[src/rtl/seg_mux_ctrl.sv]
// Two-digit multiplexed seven-segment driver: BLANK1 -> DIG0 -> BLANK0 -> DIG1 schedule
// with registered segment/anode outputs and a registered 5-bit sum of the two inputs.
module seg_mux_ctrl #(
  parameter int DWELL_CYCLES = 20000,
  parameter int BLANK_CYCLES = 200
) (
  input  logic       clk,
  input  logic       reset,
  input  logic [3:0] s0,
  input  logic [3:0] s1,
  output logic [6:0] seg,
  output logic [1:0] an,
  output logic [4:0] led
);

  localparam int MAX_CYC = (DWELL_CYCLES > BLANK_CYCLES) ? DWELL_CYCLES : BLANK_CYCLES;
  localparam int CW      = (MAX_CYC > 1) ? $clog2(MAX_CYC) : 1;
  localparam logic [CW-1:0] DWELL_LAST = CW'(DWELL_CYCLES - 1);
  localparam logic [CW-1:0] BLANK_LAST = CW'(BLANK_CYCLES - 1);
  localparam logic [CW-1:0] CNT_ONE    = CW'(1);
  localparam logic [6:0]    SEG_OFF    = 7'b1111111;

  typedef enum logic [1:0] {
    ST_BLANK1 = 2'd0,
    ST_DIG0   = 2'd1,
    ST_BLANK0 = 2'd2,
    ST_DIG1   = 2'd3
  } state_t;

  state_t        r_state, w_state_next;
  logic [CW-1:0] r_cnt, w_cnt_next;
  logic [3:0]    r_d0, w_d0_next;
  logic [3:0]    r_d1, w_d1_next;
  logic [6:0]    r_seg, w_seg_next;
  logic [1:0]    r_an, w_an_next;
  logic [4:0]    r_led;
  logic          w_last;

  // Active-low {g,f,e,d,c,b,a} hex font.
  function automatic logic [6:0] dec(input logic [3:0] v);
    logic [6:0] s;
    case (v)
      4'h0: s = 7'b1000000;
      4'h1: s = 7'b1111001;
      4'h2: s = 7'b0100100;
      4'h3: s = 7'b0110000;
      4'h4: s = 7'b0011001;
      4'h5: s = 7'b0010010;
      4'h6: s = 7'b0000010;
      4'h7: s = 7'b1111000;
      4'h8: s = 7'b0000000;
      4'h9: s = 7'b0010000;
      4'hA: s = 7'b0001000;
      4'hB: s = 7'b0000011;
      4'hC: s = 7'b1000110;
      4'hD: s = 7'b0100001;
      4'hE: s = 7'b0000110;
      default: s = 7'b0001110;
    endcase
    return s;
  endfunction

  always_comb begin
    if (r_state == ST_DIG0 || r_state == ST_DIG1) w_last = (r_cnt == DWELL_LAST);
    else                                           w_last = (r_cnt == BLANK_LAST);
  end

  always_comb begin
    w_state_next = r_state;
    w_cnt_next   = r_cnt + CNT_ONE;
    w_d0_next    = r_d0;
    w_d1_next    = r_d1;
    w_an_next    = 2'b11;
    w_seg_next   = SEG_OFF;
    if (w_last) begin
      w_cnt_next = '0;
      case (r_state)
        ST_BLANK1: begin w_state_next = ST_DIG0;   w_d0_next = s0; end
        ST_DIG0:   w_state_next = ST_BLANK0;
        ST_BLANK0: begin w_state_next = ST_DIG1;   w_d1_next = s1; end
        default:   w_state_next = ST_BLANK1;
      endcase
    end
    // Outputs are computed from the next state so they switch on the same edge as it.
    case (w_state_next)
      ST_DIG0: begin w_an_next = 2'b10; w_seg_next = dec(w_d0_next); end
      ST_DIG1: begin w_an_next = 2'b01; w_seg_next = dec(w_d1_next); end
      default: begin w_an_next = 2'b11; w_seg_next = SEG_OFF;        end
    endcase
  end

  always_ff @(posedge clk) begin
    if (reset) begin
      r_state <= ST_BLANK1;
      r_cnt   <= '0;
      r_d0    <= 4'd0;
      r_d1    <= 4'd0;
      r_an    <= 2'b11;
      r_seg   <= SEG_OFF;
      r_led   <= 5'd0;
    end else begin
      r_state <= w_state_next;
      r_cnt   <= w_cnt_next;
      r_d0    <= w_d0_next;
      r_d1    <= w_d1_next;
      r_an    <= w_an_next;
      r_seg   <= w_seg_next;
      r_led   <= {1'b0, s0} + {1'b0, s1};
    end
  end

  assign seg = r_seg;
  assign an  = r_an;
  assign led = r_led;

endmodule

[config.mk]
export PLATFORM = sky130hd
export DESIGN_NAME = seg_mux_ctrl
export DESIGN_NICKNAME = d
export VERILOG_FILES = /design/src/rtl/seg_mux_ctrl.sv
export SDC_FILE = /design/constraint.sdc
export NUM_CORES = 1
export LEC_CHECK = 0
export ABC_CLOCK_PERIOD_IN_PS = 2700
export BUFFER_PORTS_ARGS = -buffer_cell sky130_fd_sc_hd__buf_2
export CORE_AREA = 4 4 76 78
export CTS_CLUSTER_SIZE = 10
export DETAILED_ROUTE_END_ITERATION = 8
export DIE_AREA = 0 0 80 82
export HOLD_SLACK_MARGIN = 0.05
export PLACE_DENSITY_LB_ADDON = 0.15
export SLEW_MARGIN = 20
export SYNTH_ARGS = -nofsm -noshare
export SYNTH_HDL_FRONTEND = slang
export SYNTH_SLANG_ARGS = --single-unit
[constraint.sdc]
create_clock -name clk -period 2.7 [get_ports clk]
set_input_delay 0.27 -clock clk [delete_from_list [all_inputs] [get_ports clk]]
set_output_delay 0.27 -clock clk [all_outputs]
set_load 0.005 [all_outputs]
==> results of run 1 <==
## cells by family after synthesis
group | Yosys count | share of synthesized area, %
AO/OA/AOI/OAI | 50 | 13.6
AND/OR/NAND/NOR | 140 | 29.6
adder cells (fa/ha/maj) | 15 | 7.60
multiplexers | 22 | 9.49
XOR/XNOR | 12 | 4.09
buffers and inverters | 31 | 5.21
flip-flops | 39 | 30.4
## power by group
part | switching, mW | internal, mW | total [mW]
combinational | 0.0509 | 0.0328 | 0.0837
clock | 0.216 | 0.233 | 0.448
sequential | 0.00496 | 0.586 | 0.591
## cell type report
type	instances	area (um^2)
clock buffer	7	96.3
clock inverter	1	7.51
fill	485	2200
inverter	17	63.8
multi-input combinational	239	1660
sequential	39	781
tap	70	87.6
timing repair buffer	31	175
## path summary, 6_finish.rpt
check	end	slack [ns]
setup / recovery	seg[3]	0.15
setup reg to reg	seg[3]	0.15
hold reg to reg	r_cnt[0]	0.45
hold / removal	r_d0[3]	0.33
## metal layers
metal | part of all wire [%] | vias up
met5 | 0 | -
met3 | 8.8 | 21
met1 | 48 | 1049
met4 | 1.9 | 0
met2 | 41 | 116
li1 | - | 1148
## sequential cells by signal, indices dropped and copies added, names as in the netlist
name / flops
led: 5
r_cnt: 15
r_state: 2
r_d1: 4
seg: 7
an: 2
r_d0: 4
## stage by stage
stage / util [%] / hold slack, ns / std cells
after floorplan: - / 0.410 / 309
after global placement: 54.4 / 0.432 / 396
after detailed placement: 54.4 / 0.446 / 396
after CTS: 56.5 / 0.314 / 404
after global routing: 56.6 / 0.336 / 404
final: 56.6 / 0.325 / 404
## cells in the mapped netlist (all sizes together) (8+ instances only)
| cell | count |
|---|---|
| mux2i | 16 |
| o211ai | 9 |
| ha | 14 |
| nand3 | 12 |
| nand4 | 10 |
| nand2 | 22 |
| nand2b | 10 |
| inv | 17 |
| o21ai | 8 |
| nor2 | 34 |
| a21oi | 10 |
| xor2 | 9 |
| nor3 | 10 |
| dfxtp | 39 |
| nor2b | 9 |
| buf | 10 |
## critical path: stages (launching register included)
cell                      delay [ns]
sky130_fd_sc_hd__dfxtp_1        0.37
sky130_fd_sc_hd__nor4_4         0.41
sky130_fd_sc_hd__nand4_1        0.22
sky130_fd_sc_hd__o22ai_4        0.27
sky130_fd_sc_hd__mux2_2         0.41
sky130_fd_sc_hd__ha_1           0.25
sky130_fd_sc_hd__a22o_1         0.21
sky130_fd_sc_hd__nor3_1         0.20
sky130_fd_sc_hd__a31oi_1        0.08
==> run_summary.xml, run 1 <==
<?xml version="1.0" encoding="UTF-8"?>
<metrics>
  <group name="outcome">
    <metric name="result_of_the_run" unit="">complete, no violations</metric>
  </group>
  <group name="clock_tree">
    <metric name="cts.path.max_buffers" unit="">2</metric>
    <metric name="cts_root_buffer" unit="">sky130_fd_sc_hd__clkbuf_8</metric>
    <metric name="cts.htree.levels" unit="">2</metric>
    <metric name="cts_setup_buffers" unit="">0</metric>
    <metric name="numClockSinks" unit="">39</metric>
    <metric name="clock_latency" unit="ns">0.29</metric>
    <metric name="cts_resized" unit="">0</metric>
    <metric name="clock_slew_seen_by_the_registers_of_the_worst_setup_and_hold_paths" unit="ns">0.08</metric>
    <metric name="cts_made_buffers" unit="">5</metric>
    <metric name="tritoncts_clock_tree" unit="">yes</metric>
    <metric name="cts.hold.buffers_added" unit="">0</metric>
  </group>
  <group name="job">
    <metric name="maxCapViolCount" unit="">0</metric>
  </group>
  <group name="placement">
    <metric name="pre_cts_slack" unit="ns">0.179</metric>
    <metric name="gpl.final_weighted_congestion" unit="">0.909</metric>
    <metric name="dp_hpwl" unit="um">4440</metric>
    <metric name="port_buffers" unit="">23</metric>
    <metric name="placed_area" unit="um^2">2760</metric>
  </group>
  <group name="timing">
    <metric name="finalSetupTns" unit="ns">0</metric>
    <metric name="setup_viol_count_final" unit="">0</metric>
    <metric name="timing_hold_violations_final" unit="">0</metric>
    <metric name="worst_slew_pin_slew" unit="ns">0.448</metric>
    <metric name="timing.max_slew.rel_slack" unit="%">70.0</metric>
    <metric name="rsz0062_at_grt" unit="">no</metric>
    <metric name="layout_worst_path_cycle_share" unit="%">94.5</metric>
    <metric name="worst_clock_skew" unit="ns">0.00766</metric>
    <metric name="max_freq" unit="MHz">392</metric>
    <metric name="post-route-min-period" unit="ns">2.55</metric>
    <metric name="finalMaxSlewViolations" unit="">0</metric>
    <metric name="fin_ws" unit="ns">0.148</metric>
  </group>
  <group name="floorplanning">
    <metric name="start_util" unit="%">50.6</metric>
    <metric name="core.rowCount" unit="">26</metric>
    <metric name="die_area" unit="um^2">6560</metric>
    <metric name="die_width" unit="um">80</metric>
    <metric name="number_of_top_level_design_ports" unit="">24</metric>
    <metric name="design.core.area" unit="um^2">5070</metric>
    <metric name="vertical_extent_of_the_die" unit="um">82</metric>
  </group>
  <group name="route">
    <metric name="via_count" unit="">2334</metric>
    <metric name="detail_routed_via_count_per_cell" unit="">5.78</metric>
    <metric name="detailedRoute.firstIterationViolations" unit="">172</metric>
    <metric name="wl_per_cell" unit="um">15.0</metric>
    <metric name="remaining_drc_errors" unit="">0</metric>
    <metric name="ant_nets" unit="">0</metric>
    <metric name="drt_pass1_iterations" unit="">5</metric>
    <metric name="detail_route.wirelength" unit="um">6060</metric>
  </group>
  <group name="critical_path">
    <metric name="rr_worst_depth" unit="">8</metric>
    <metric name="worstReg2RegStart" unit="">r_cnt[8]</metric>
    <metric name="endpoint_kind" unit="">register</metric>
    <metric name="crit_path_start" unit="">r_cnt[8]</metric>
    <metric name="arrival_time_of_the_worst_setup_path" unit="ns">2.72</metric>
    <metric name="path_class" unit="">register to register</metric>
    <metric name="crit_required" unit="ns">2.87</metric>
    <metric name="critPathMaxFanout" unit="">7</metric>
    <metric name="critical_path.startpoint_type" unit="">register</metric>
  </group>
  <group name="synthesis">
    <metric name="synth-seq-cells" unit="">39</metric>
    <metric name="synthDistinctLibCells" unit="">54</metric>
    <metric name="postSynth.topFlopCell" unit="">sky130_fd_sc_hd__dfxtp_1</metric>
    <metric name="synth_sequential_area_ratio" unit="%">30.4</metric>
    <metric name="postSynthNetCount" unit="">334</metric>
    <metric name="synth_area_per_cell" unit="um^2">8.32</metric>
    <metric name="post-synth-top-area-cell" unit="">sky130_fd_sc_hd__dfxtp_1</metric>
    <metric name="yosysWarnings" unit="">0</metric>
    <metric name="post_synth_instance_area" unit="um^2">2570</metric>
    <metric name="synth-async-reset-ratio" unit="%">0</metric>
    <metric name="number_of_synthesized_flops_with_an_enable_pin" unit="">0</metric>
    <metric name="post_synth_inst_count" unit="">309</metric>
    <metric name="synth.top_cell.area_share" unit="%">30.4</metric>
    <metric name="synth_top_cells_by_area" unit="">sky130_fd_sc_hd__dfxtp_1 (30%), sky130_fd_sc_hd__ha_1 (6.8%), sky130_fd_sc_hd__mux2i_1 (5.8%), sky130_fd_sc_hd__nor2_1 (4.8%), sky130_fd_sc_hd__nand2_1 (3.1%)</metric>
  </group>
  <group name="global_routing">
    <metric name="grt_antenna_before_repair" unit="">0</metric>
    <metric name="vias_in_the_first_global_route" unit="">2082</metric>
    <metric name="gr-usage-met1" unit="%">28.3</metric>
    <metric name="grt.met3_usage" unit="%">3.84</metric>
    <metric name="globalRouteMet2Util" unit="%">28.0</metric>
    <metric name="global_route.peak_usage_layer" unit="">met1</metric>
    <metric name="grt_first_pass_wirelength" unit="um">10000</metric>
    <metric name="global_route.usage.total" unit="%">19.3</metric>
    <metric name="pin_count_of_the_biggest_net_entering_global_routing" unit="">19</metric>
    <metric name="grt_overflow" unit="">0</metric>
  </group>
  <group name="pwr">
    <metric name="power.ir.vdd_worst" unit="mV">0.296</metric>
    <metric name="power-per-cell-area" unit="nW/um^2">391</metric>
    <metric name="total_power" unit="mW">1.12</metric>
    <metric name="leakage" unit="nW">1.10</metric>
  </group>
  <group name="final_layout">
    <metric name="final_instance_area" unit="um^2">2870</metric>
    <metric name="final_net_count" unit="">358</metric>
    <metric name="area_delta_synth_final" unit="%">11.8</metric>
    <metric name="mostFrequentLayoutCells" unit="">sky130_fd_sc_hd__dfxtp_1 (39), sky130_fd_sc_hd__nor2_1 (33), sky130_fd_sc_hd__buf_2 (23)</metric>
    <metric name="most_common_library_cell_in_the_layout_ignoring_fill_and_taps" unit="">sky130_fd_sc_hd__dfxtp_1</metric>
    <metric name="antenna-diode-count" unit="">0</metric>
    <metric name="final_layout_size_suffix_gt1_share" unit="%">18.3</metric>
  </group>
  <group name="min_path">
    <metric name="worst_hold_startpoint" unit="">s0[3]</metric>
    <metric name="hp-class" unit="">primary input to register</metric>
    <metric name="min_delay_path_depth" unit="">3</metric>
  </group>
</metrics>
Power figures use the tool's default switching activity.
==> inputs of run 2 (changes only) <==
--- a/config.mk
+++ b/config.mk
@@ -7,10 +7,10 @@
 export LEC_CHECK = 0
 export ABC_CLOCK_PERIOD_IN_PS = 2700
 export BUFFER_PORTS_ARGS = -buffer_cell sky130_fd_sc_hd__buf_2
-export CORE_AREA = 4 4 76 78
+export CORE_AREA = 8 8 80 82
 export CTS_CLUSTER_SIZE = 10
 export DETAILED_ROUTE_END_ITERATION = 8
-export DIE_AREA = 0 0 80 82
+export DIE_AREA = 0 0 88 90
 export HOLD_SLACK_MARGIN = 0.05
 export PLACE_DENSITY_LB_ADDON = 0.15
 export SLEW_MARGIN = 20
==> run 2 against run 1 <==
Critical path depth increased by 1. Critical endpoint is now seg[1]. Count of clock-buffer cells in the layout decreased by 2. Design area grew 0.13%. Largest power group unchanged. Worst setup slack better by 0.053 ns.
==> run_summary.xml, run 2 (synthesized netlist as in run 1, its figures left out) <==
<?xml version="1.0" encoding="UTF-8"?>
<metrics>
  <group name="clock_tree">
    <metric name="cts.hold.buffers_added" unit="">0</metric>
    <metric name="cts_resized" unit="">0</metric>
    <metric name="clock_slew_seen_by_the_registers_of_the_worst_setup_and_hold_paths" unit="ns">0.08</metric>
    <metric name="cts.path.max_buffers" unit="">2</metric>
    <metric name="cts.htree.levels" unit="">2</metric>
    <metric name="numClockSinks" unit="">39</metric>
    <metric name="cts_setup_buffers" unit="">0</metric>
    <metric name="cts_root_buffer" unit="">sky130_fd_sc_hd__clkbuf_8</metric>
    <metric name="cts_made_buffers" unit="">5</metric>
    <metric name="tritoncts_clock_tree" unit="">yes</metric>
    <metric name="clock_latency" unit="ns">0.29</metric>
  </group>
  <group name="final_layout">
    <metric name="final_layout_size_suffix_gt1_share" unit="%">18.3</metric>
    <metric name="largest_register_ff_count" unit="">15</metric>
    <metric name="final_net_count" unit="">358</metric>
    <metric name="most_common_library_cell_in_the_layout_ignoring_fill_and_taps" unit="">sky130_fd_sc_hd__dfxtp_1</metric>
    <metric name="register_with_the_most_flip_flops" unit="">r_cnt</metric>
    <metric name="area_delta_synth_final" unit="%">12.0</metric>
    <metric name="antenna-diode-count" unit="">0</metric>
    <metric name="fillCellCount" unit="">483</metric>
    <metric name="mostFrequentLayoutCells" unit="">sky130_fd_sc_hd__dfxtp_1 (39), sky130_fd_sc_hd__nor2_1 (33), sky130_fd_sc_hd__buf_2 (23)</metric>
  </group>
  <group name="global_routing">
    <metric name="global_route.usage.total" unit="%">16.1</metric>
    <metric name="grt_first_pass_wirelength" unit="um">10400</metric>
    <metric name="pin_count_of_the_biggest_net_entering_global_routing" unit="">19</metric>
    <metric name="grt_antenna_before_repair" unit="">0</metric>
    <metric name="vias_in_the_first_global_route" unit="">2099</metric>
    <metric name="grt_overflow" unit="">0</metric>
  </group>
  <group name="pwr">
    <metric name="total_switching_power" unit="uW">272</metric>
    <metric name="clkPwrFrac" unit="%">42.3</metric>
    <metric name="sw_frac_of_total" unit="%">23.4</metric>
    <metric name="power-per-cell-area" unit="nW/um^2">405</metric>
    <metric name="power.ir.vdd_worst" unit="mV">0.362</metric>
    <metric name="internal_power_summed_over_all_cells" unit="uW">894</metric>
    <metric name="combinationalPowerShare" unit="%">7.1</metric>
    <metric name="leakage" unit="nW">1.10</metric>
    <metric name="power_frac_seq" unit="%">50.6</metric>
  </group>
  <group name="timing">
    <metric name="timing.max_slew.rel_slack" unit="%">73.0</metric>
    <metric name="worst_clock_skew" unit="ns">0.00391</metric>
    <metric name="worst_slew_pin_slew" unit="ns">0.403</metric>
    <metric name="fin_ws" unit="ns">0.201</metric>
    <metric name="post-route-min-period" unit="ns">2.50</metric>
    <metric name="max_freq" unit="MHz">400</metric>
    <metric name="rsz0062_at_grt" unit="">no</metric>
    <metric name="timing_hold_violations_final" unit="">0</metric>
    <metric name="setup_viol_count_final" unit="">0</metric>
    <metric name="finalMaxSlewViolations" unit="">0</metric>
    <metric name="finalSetupTns" unit="ns">0</metric>
    <metric name="layout_worst_path_cycle_share" unit="%">92.5</metric>
  </group>
  <group name="critical_path">
    <metric name="crit_required" unit="ns">2.87</metric>
    <metric name="endpoint_kind" unit="">register</metric>
    <metric name="critPathMaxFanout" unit="">7</metric>
    <metric name="critical_path.startpoint_type" unit="">register</metric>
    <metric name="slowest_delay" unit="ns">0.41</metric>
    <metric name="arrival_time_of_the_worst_setup_path" unit="ns">2.66</metric>
    <metric name="path_class" unit="">register to register</metric>
    <metric name="cp_cell_sequence" unit="">nor4_4, nand4_1, a21boi_2, mux2i_1, inv_1, ha_1, nor2_1, nor4_1, o21ai_1</metric>
    <metric name="crit_slowest_cell" unit="">sky130_fd_sc_hd__nor4_4</metric>
  </group>
  <group name="placement">
    <metric name="dp_hpwl" unit="um">4680</metric>
    <metric name="port_buffers" unit="">23</metric>
    <metric name="pre_cts_slack" unit="ns">0.204</metric>
    <metric name="gpl.final_weighted_congestion" unit="">0.908</metric>
  </group>
  <group name="floorplanning">
    <metric name="vertical_extent_of_the_die" unit="um">90</metric>
    <metric name="number_of_top_level_design_ports" unit="">24</metric>
    <metric name="core.rowCount" unit="">27</metric>
    <metric name="start_util" unit="%">49.1</metric>
    <metric name="design.core.area" unit="um^2">5240</metric>
    <metric name="die_area" unit="um^2">7920</metric>
    <metric name="die_width" unit="um">88</metric>
  </group>
  <group name="route">
    <metric name="drt_pass1_iterations" unit="">5</metric>
    <metric name="via_count" unit="">2296</metric>
    <metric name="detail_route.wirelength" unit="um">6080</metric>
    <metric name="detail_routed_via_count_per_cell" unit="">5.66</metric>
    <metric name="detailedRoute.firstIterationViolations" unit="">153</metric>
    <metric name="wl_per_cell" unit="um">15.0</metric>
    <metric name="remaining_drc_errors" unit="">0</metric>
    <metric name="ant_nets" unit="">0</metric>
  </group>
  <group name="job">
    <metric name="maxCapViolCount" unit="">0</metric>
  </group>
  <group name="outcome">
    <metric name="result_of_the_run" unit="">complete, no violations</metric>
  </group>
  <group name="min_path">
    <metric name="hp-class" unit="">primary input to register</metric>
  </group>
</metrics>
## run 2: cell types whose count changed in the layout (fill, tap and decap cells not counted)
cell / before / now
sky130_fd_sc_hd__o22ai_2: 0 / 1
sky130_fd_sc_hd__clkinvlp_4: 1 / 0
sky130_fd_sc_hd__clkinv_2: 0 / 1
sky130_fd_sc_hd__bufinv_16: 0 / 1
sky130_fd_sc_hd__clkbuf_8: 7 / 5
sky130_fd_sc_hd__o22ai_4: 1 / 0
sky130_fd_sc_hd__clkinv_4: 0 / 1
## run 2: path summary, 6_finish.rpt
| kind | from | end | slack [ns] | cells past startpoint |
|---|---|---|---|---|
| max | r_cnt[8] | seg[1] | 0.20 | 9 |
| min | s0[3] | r_d0[3] | 0.31 | 3 |
| max reg2reg | r_cnt[8] | seg[1] | 0.20 | 9 |
| min reg2reg | r_cnt[0] | r_cnt[0] | 0.45 | 1 |
## run 2: layout make-up
class / count / area, um^2 / area share (%)
multi-input cells: 239 / 1660 / 57.5
clock inverters: 3 / 43.8 / 1.52
repair buffers: 31 / 175 / 6.09
flip-flops and latches: 39 / 781 / 27.1
well taps: 72 / 90.1 / 3.13
inverters: 17 / 63.8 / 2.22
clock buffers: 5 / 68.8 / 2.39
## run 2: power by group through the flow
stage / sequential (mW) / clock [mW] / combinational, mW
4_1_cts: 0.591 / 0.510 / 0.0832
5_1_grt: 0.592 / 0.533 / 0.0935
3_3_place_gp: 0.604 / 0 / 0.0828
3_5_place_dp: 0.604 / 0 / 0.0828
2_1_floorplan: 0.605 / 0 / 0.0487
6_report: 0.591 / 0.493 / 0.0827
## run 2: worst max-delay path: cells and delay by family, from the launching register on
family                     cells  cell delay, ns
and+or+nand+nor                4            0.92
AOI/OAI and AO/OA              2            0.42
DFF                            1            0.36
adders and majority gates      1            0.28
muxes                          1            0.27
buffers and inverters          1            0.12
## run 2: routing by layer
metal | track usage [%] | share of wire (%)
met4 | 6.89 | 1.9
met2 | 23.0 | 42
met5 | 0 | 0
met1 | 22.5 | 49
met3 | 3.28 | 6.4
## run 2: metrics by stage
stage                     area, um^2  power [mW]  hold slack [ns]  cells  utilization (%)
after floorplan                 2570       0.653            0.410    309                -
after global placement          2770       0.686            0.431    398             52.8
after detailed placement        2770       0.687            0.437    398             52.8
after CTS                       2880        1.18            0.307    406             55.0
after global routing            2880        1.22            0.325    406             55.0
final                           2880        1.17            0.314    406             55.0
==> inputs of run 3 (changes only) <==
--- a/config.mk
+++ b/config.mk
@@ -7,13 +7,15 @@
 export LEC_CHECK = 0
 export ABC_CLOCK_PERIOD_IN_PS = 2700
 export BUFFER_PORTS_ARGS = -buffer_cell sky130_fd_sc_hd__buf_2
-export CORE_AREA = 8 8 80 82
+export CORE_AREA = 8 8 81 83
+export CTS_CLUSTER_DIAMETER = 60
 export CTS_CLUSTER_SIZE = 10
 export DETAILED_ROUTE_END_ITERATION = 8
-export DIE_AREA = 0 0 88 90
+export DIE_AREA = 0 0 89 91
 export HOLD_SLACK_MARGIN = 0.05
 export PLACE_DENSITY_LB_ADDON = 0.15
 export SLEW_MARGIN = 20
 export SYNTH_ARGS = -nofsm -noshare
 export SYNTH_HDL_FRONTEND = slang
 export SYNTH_SLANG_ARGS = --single-unit
+export TNS_END_PERCENT = 100
==> run 3 against run 2 <==
Maximum frequency shrank 1.9%. Design area rose by 2.2%. Critical path type unchanged. Flip-flop and latch count is the same. Largest cell class unchanged. Largest power group unchanged. Register-to-register slack got worse by 0.05 ns. Global-route usage shrank 0.80 points. Non-clock buffer count is 3 higher. Critical path depth stayed put. Cell count grew 0.74%. Total power rose by 1.9%. Die area rose by 2.3%. Sequential power hardly changed.
==> run_summary.xml, run 3 (synthesized netlist as in run 1, its figures left out) <==
<?xml version="1.0" encoding="UTF-8"?>
<metrics>
  <group name="critical_path">
    <metric name="rr_worst_depth" unit="">9</metric>
    <metric name="setup.reg_to_reg.worst_slack" unit="ns">0.15</metric>
    <metric name="critPathMaxFanout" unit="">7</metric>
    <metric name="endpoint_kind" unit="">register</metric>
    <metric name="path_class" unit="">register to register</metric>
    <metric name="crit_required" unit="ns">2.85</metric>
    <metric name="arrival_time_of_the_worst_setup_path" unit="ns">2.70</metric>
    <metric name="critical_path.startpoint_type" unit="">register</metric>
    <metric name="regToRegEndpoint" unit="">seg[1]</metric>
    <metric name="worstReg2RegStart" unit="">r_cnt[13]</metric>
  </group>
  <group name="min_path">
    <metric name="whs_endpoint" unit="">r_d0[3]</metric>
    <metric name="min_delay_path_depth" unit="">3</metric>
    <metric name="worst_hold_startpoint" unit="">s0[3]</metric>
    <metric name="hp-class" unit="">primary input to register</metric>
  </group>
  <group name="timing">
    <metric name="post-route-min-period" unit="ns">2.55</metric>
    <metric name="finalSetupTns" unit="ns">0</metric>
    <metric name="timing_hold_violations_final" unit="">0</metric>
    <metric name="layout_worst_path_cycle_share" unit="%">94.3</metric>
    <metric name="finalMaxSlewViolations" unit="">0</metric>
    <metric name="setup_viol_count_final" unit="">0</metric>
    <metric name="max_freq" unit="MHz">393</metric>
    <metric name="worst_slew_pin_slew" unit="ns">0.409</metric>
    <metric name="worst_clock_skew" unit="ns">0.00467</metric>
    <metric name="timing.max_slew.rel_slack" unit="%">72.5</metric>
  </group>
  <group name="outcome">
    <metric name="result_of_the_run" unit="">complete, no violations</metric>
  </group>
  <group name="route">
    <metric name="remaining_drc_errors" unit="">0</metric>
    <metric name="drt_pass1_iterations" unit="">4</metric>
    <metric name="detail_route.wirelength.met1" unit="um">2990</metric>
    <metric name="wl_per_cell" unit="um">15.4</metric>
    <metric name="met2_length" unit="um">2750</metric>
    <metric name="detail_route.wirelength" unit="um">6290</metric>
    <metric name="via_count" unit="">2317</metric>
    <metric name="top_layer" unit="">met4</metric>
    <metric name="ant_nets" unit="">0</metric>
    <metric name="detail_routed_via_count_per_cell" unit="">5.67</metric>
    <metric name="detailedRoute.firstIterationViolations" unit="">115</metric>
    <metric name="route.met3.wl" unit="um">423</metric>
  </group>
  <group name="final_layout">
    <metric name="most_common_library_cell_in_the_layout_ignoring_fill_and_taps" unit="">sky130_fd_sc_hd__dfxtp_1</metric>
    <metric name="final_cells" unit="">409</metric>
    <metric name="final_net_count" unit="">361</metric>
    <metric name="final_layout_size_suffix_gt1_share" unit="%">20.8</metric>
    <metric name="final_cell_utilization_of_the_core" unit="%">55.1</metric>
    <metric name="mostFrequentLayoutCells" unit="">sky130_fd_sc_hd__dfxtp_1 (39), sky130_fd_sc_hd__nor2_1 (33), sky130_fd_sc_hd__buf_2 (23)</metric>
    <metric name="antenna-diode-count" unit="">0</metric>
    <metric name="register_with_the_most_flip_flops" unit="">r_cnt</metric>
    <metric name="area_delta_synth_final" unit="%">14.4</metric>
    <metric name="largest_register_ff_count" unit="">15</metric>
  </group>
  <group name="floorplanning">
    <metric name="vertical_extent_of_the_die" unit="um">91</metric>
    <metric name="design.core.area" unit="um^2">5340</metric>
    <metric name="die_width" unit="um">89</metric>
    <metric name="core.rowCount" unit="">27</metric>
    <metric name="number_of_top_level_design_ports" unit="">24</metric>
    <metric name="start_util" unit="%">48.1</metric>
    <metric name="die_area" unit="um^2">8100</metric>
  </group>
  <group name="clock_tree">
    <metric name="clock_latency" unit="ns">0.29</metric>
    <metric name="cts.htree.levels" unit="">2</metric>
    <metric name="tritoncts_clock_tree" unit="">yes</metric>
    <metric name="cts_root_buffer" unit="">sky130_fd_sc_hd__clkbuf_8</metric>
    <metric name="cts_made_buffers" unit="">5</metric>
    <metric name="numClockSinks" unit="">39</metric>
    <metric name="cts.path.max_buffers" unit="">2</metric>
    <metric name="clock_slew_seen_by_the_registers_of_the_worst_setup_and_hold_paths" unit="ns">0.08</metric>
    <metric name="cts.hold.buffers_added" unit="">0</metric>
  </group>
  <group name="placement">
    <metric name="gpl.final_weighted_congestion" unit="">0.900</metric>
    <metric name="dp_hpwl" unit="um">4650</metric>
    <metric name="port_buffers" unit="">23</metric>
    <metric name="place_inst" unit="">398</metric>
  </group>
  <group name="global_routing">
    <metric name="pin_count_of_the_biggest_net_entering_global_routing" unit="">19</metric>
    <metric name="grt_first_pass_wirelength" unit="um">10100</metric>
    <metric name="vias_in_the_first_global_route" unit="">2186</metric>
    <metric name="grt_antenna_before_repair" unit="">0</metric>
    <metric name="grt_overflow" unit="">0</metric>
    <metric name="global_route.usage.total" unit="%">15.3</metric>
  </group>
  <group name="pwr">
    <metric name="leakage" unit="nW">1.13</metric>
    <metric name="power.ir.vdd_worst" unit="mV">0.247</metric>
    <metric name="power-per-cell-area" unit="nW/um^2">404</metric>
  </group>
  <group name="job">
    <metric name="maxCapViolCount" unit="">0</metric>
  </group>
</metrics>
[run 3: cell count changes in the layout (fill, tap and decap cells not counted), sizes merged]
| cell | previous run | this run |
|---|---|---|
| clkinv | 2 | 1 |
| clkbuf | 5 | 6 |
| buf | 31 | 34 |
[run 3: worst max-delay path by stage]
stage,from,endpoint,slack [ns],cells past startpoint
final,r_cnt[13],seg[1],0.15,9
after global routing,r_cnt[13],seg[1],-0.02,9
after CTS,r_cnt[5],seg[1],0.11,9
after detailed placement,r_cnt[5],seg[1],0.13,9
after global placement,r_cnt[5],seg[1],0.13,9
after floorplan,r_cnt[0],seg[4],0.18,12
[run 3: power breakdown]
group | switching (mW) | internal, mW
clock | 0.215 | 0.299
sequential | 0.00422 | 0.586
combinational | 0.0514 | 0.0328
total | 0.270 | 0.918
[run 3: layer usage]
metal,vias to the layer above,global-route usage (%)
met5,-,0
li1,1149,-
met4,0,5.83
met2,81,22.7
met1,1073,20.3
met3,14,4.32
[run 3: worst max-delay path: stages (launching register included)]
cell and delay, ns:
sky130_fd_sc_hd__dfxtp_1 0.37, sky130_fd_sc_hd__nor4_4 0.45, sky130_fd_sc_hd__nand4_1 0.17, sky130_fd_sc_hd__a21boi_2 0.26, sky130_fd_sc_hd__mux2i_1 0.29, sky130_fd_sc_hd__inv_1 0.12, sky130_fd_sc_hd__ha_1 0.28, sky130_fd_sc_hd__nor2_1 0.05
sky130_fd_sc_hd__nor4_2 0.28, sky130_fd_sc_hd__o21ai_1 0.12
[run 3: through the flow]
stage / area [um^2] / hold slack [ns] / worst slack (ns) / power [mW]
after global placement: 2770 / 0.432 / 0.125 / 0.687
after global routing: 2940 / 0.337 / -0.0219 / 1.23
final: 2940 / 0.303 / 0.153 / 1.19
after CTS: 2880 / 0.293 / 0.115 / 1.20
after detailed placement: 2770 / 0.439 / 0.133 / 0.688
after floorplan: 2570 / 0.410 / 0.178 / 0.653
[run 3: final cells by class]
type | count | area [um^2]
Clock inverter | 2 | 35.0
Tap cell | 72 | 90.1
Multi-Input combinational cell | 239 | 1690
Fill cell | 541 | 2400
Timing Repair Buffer | 34 | 198
Inverter | 17 | 63.8
Clock buffer | 6 | 82.6
Sequential cell | 39 | 781
[run 3: what timing repair did]
item,CTS,global route
resized for setup,0,9
endpoints found under the setup margin,0,2
buffers inserted,0,3
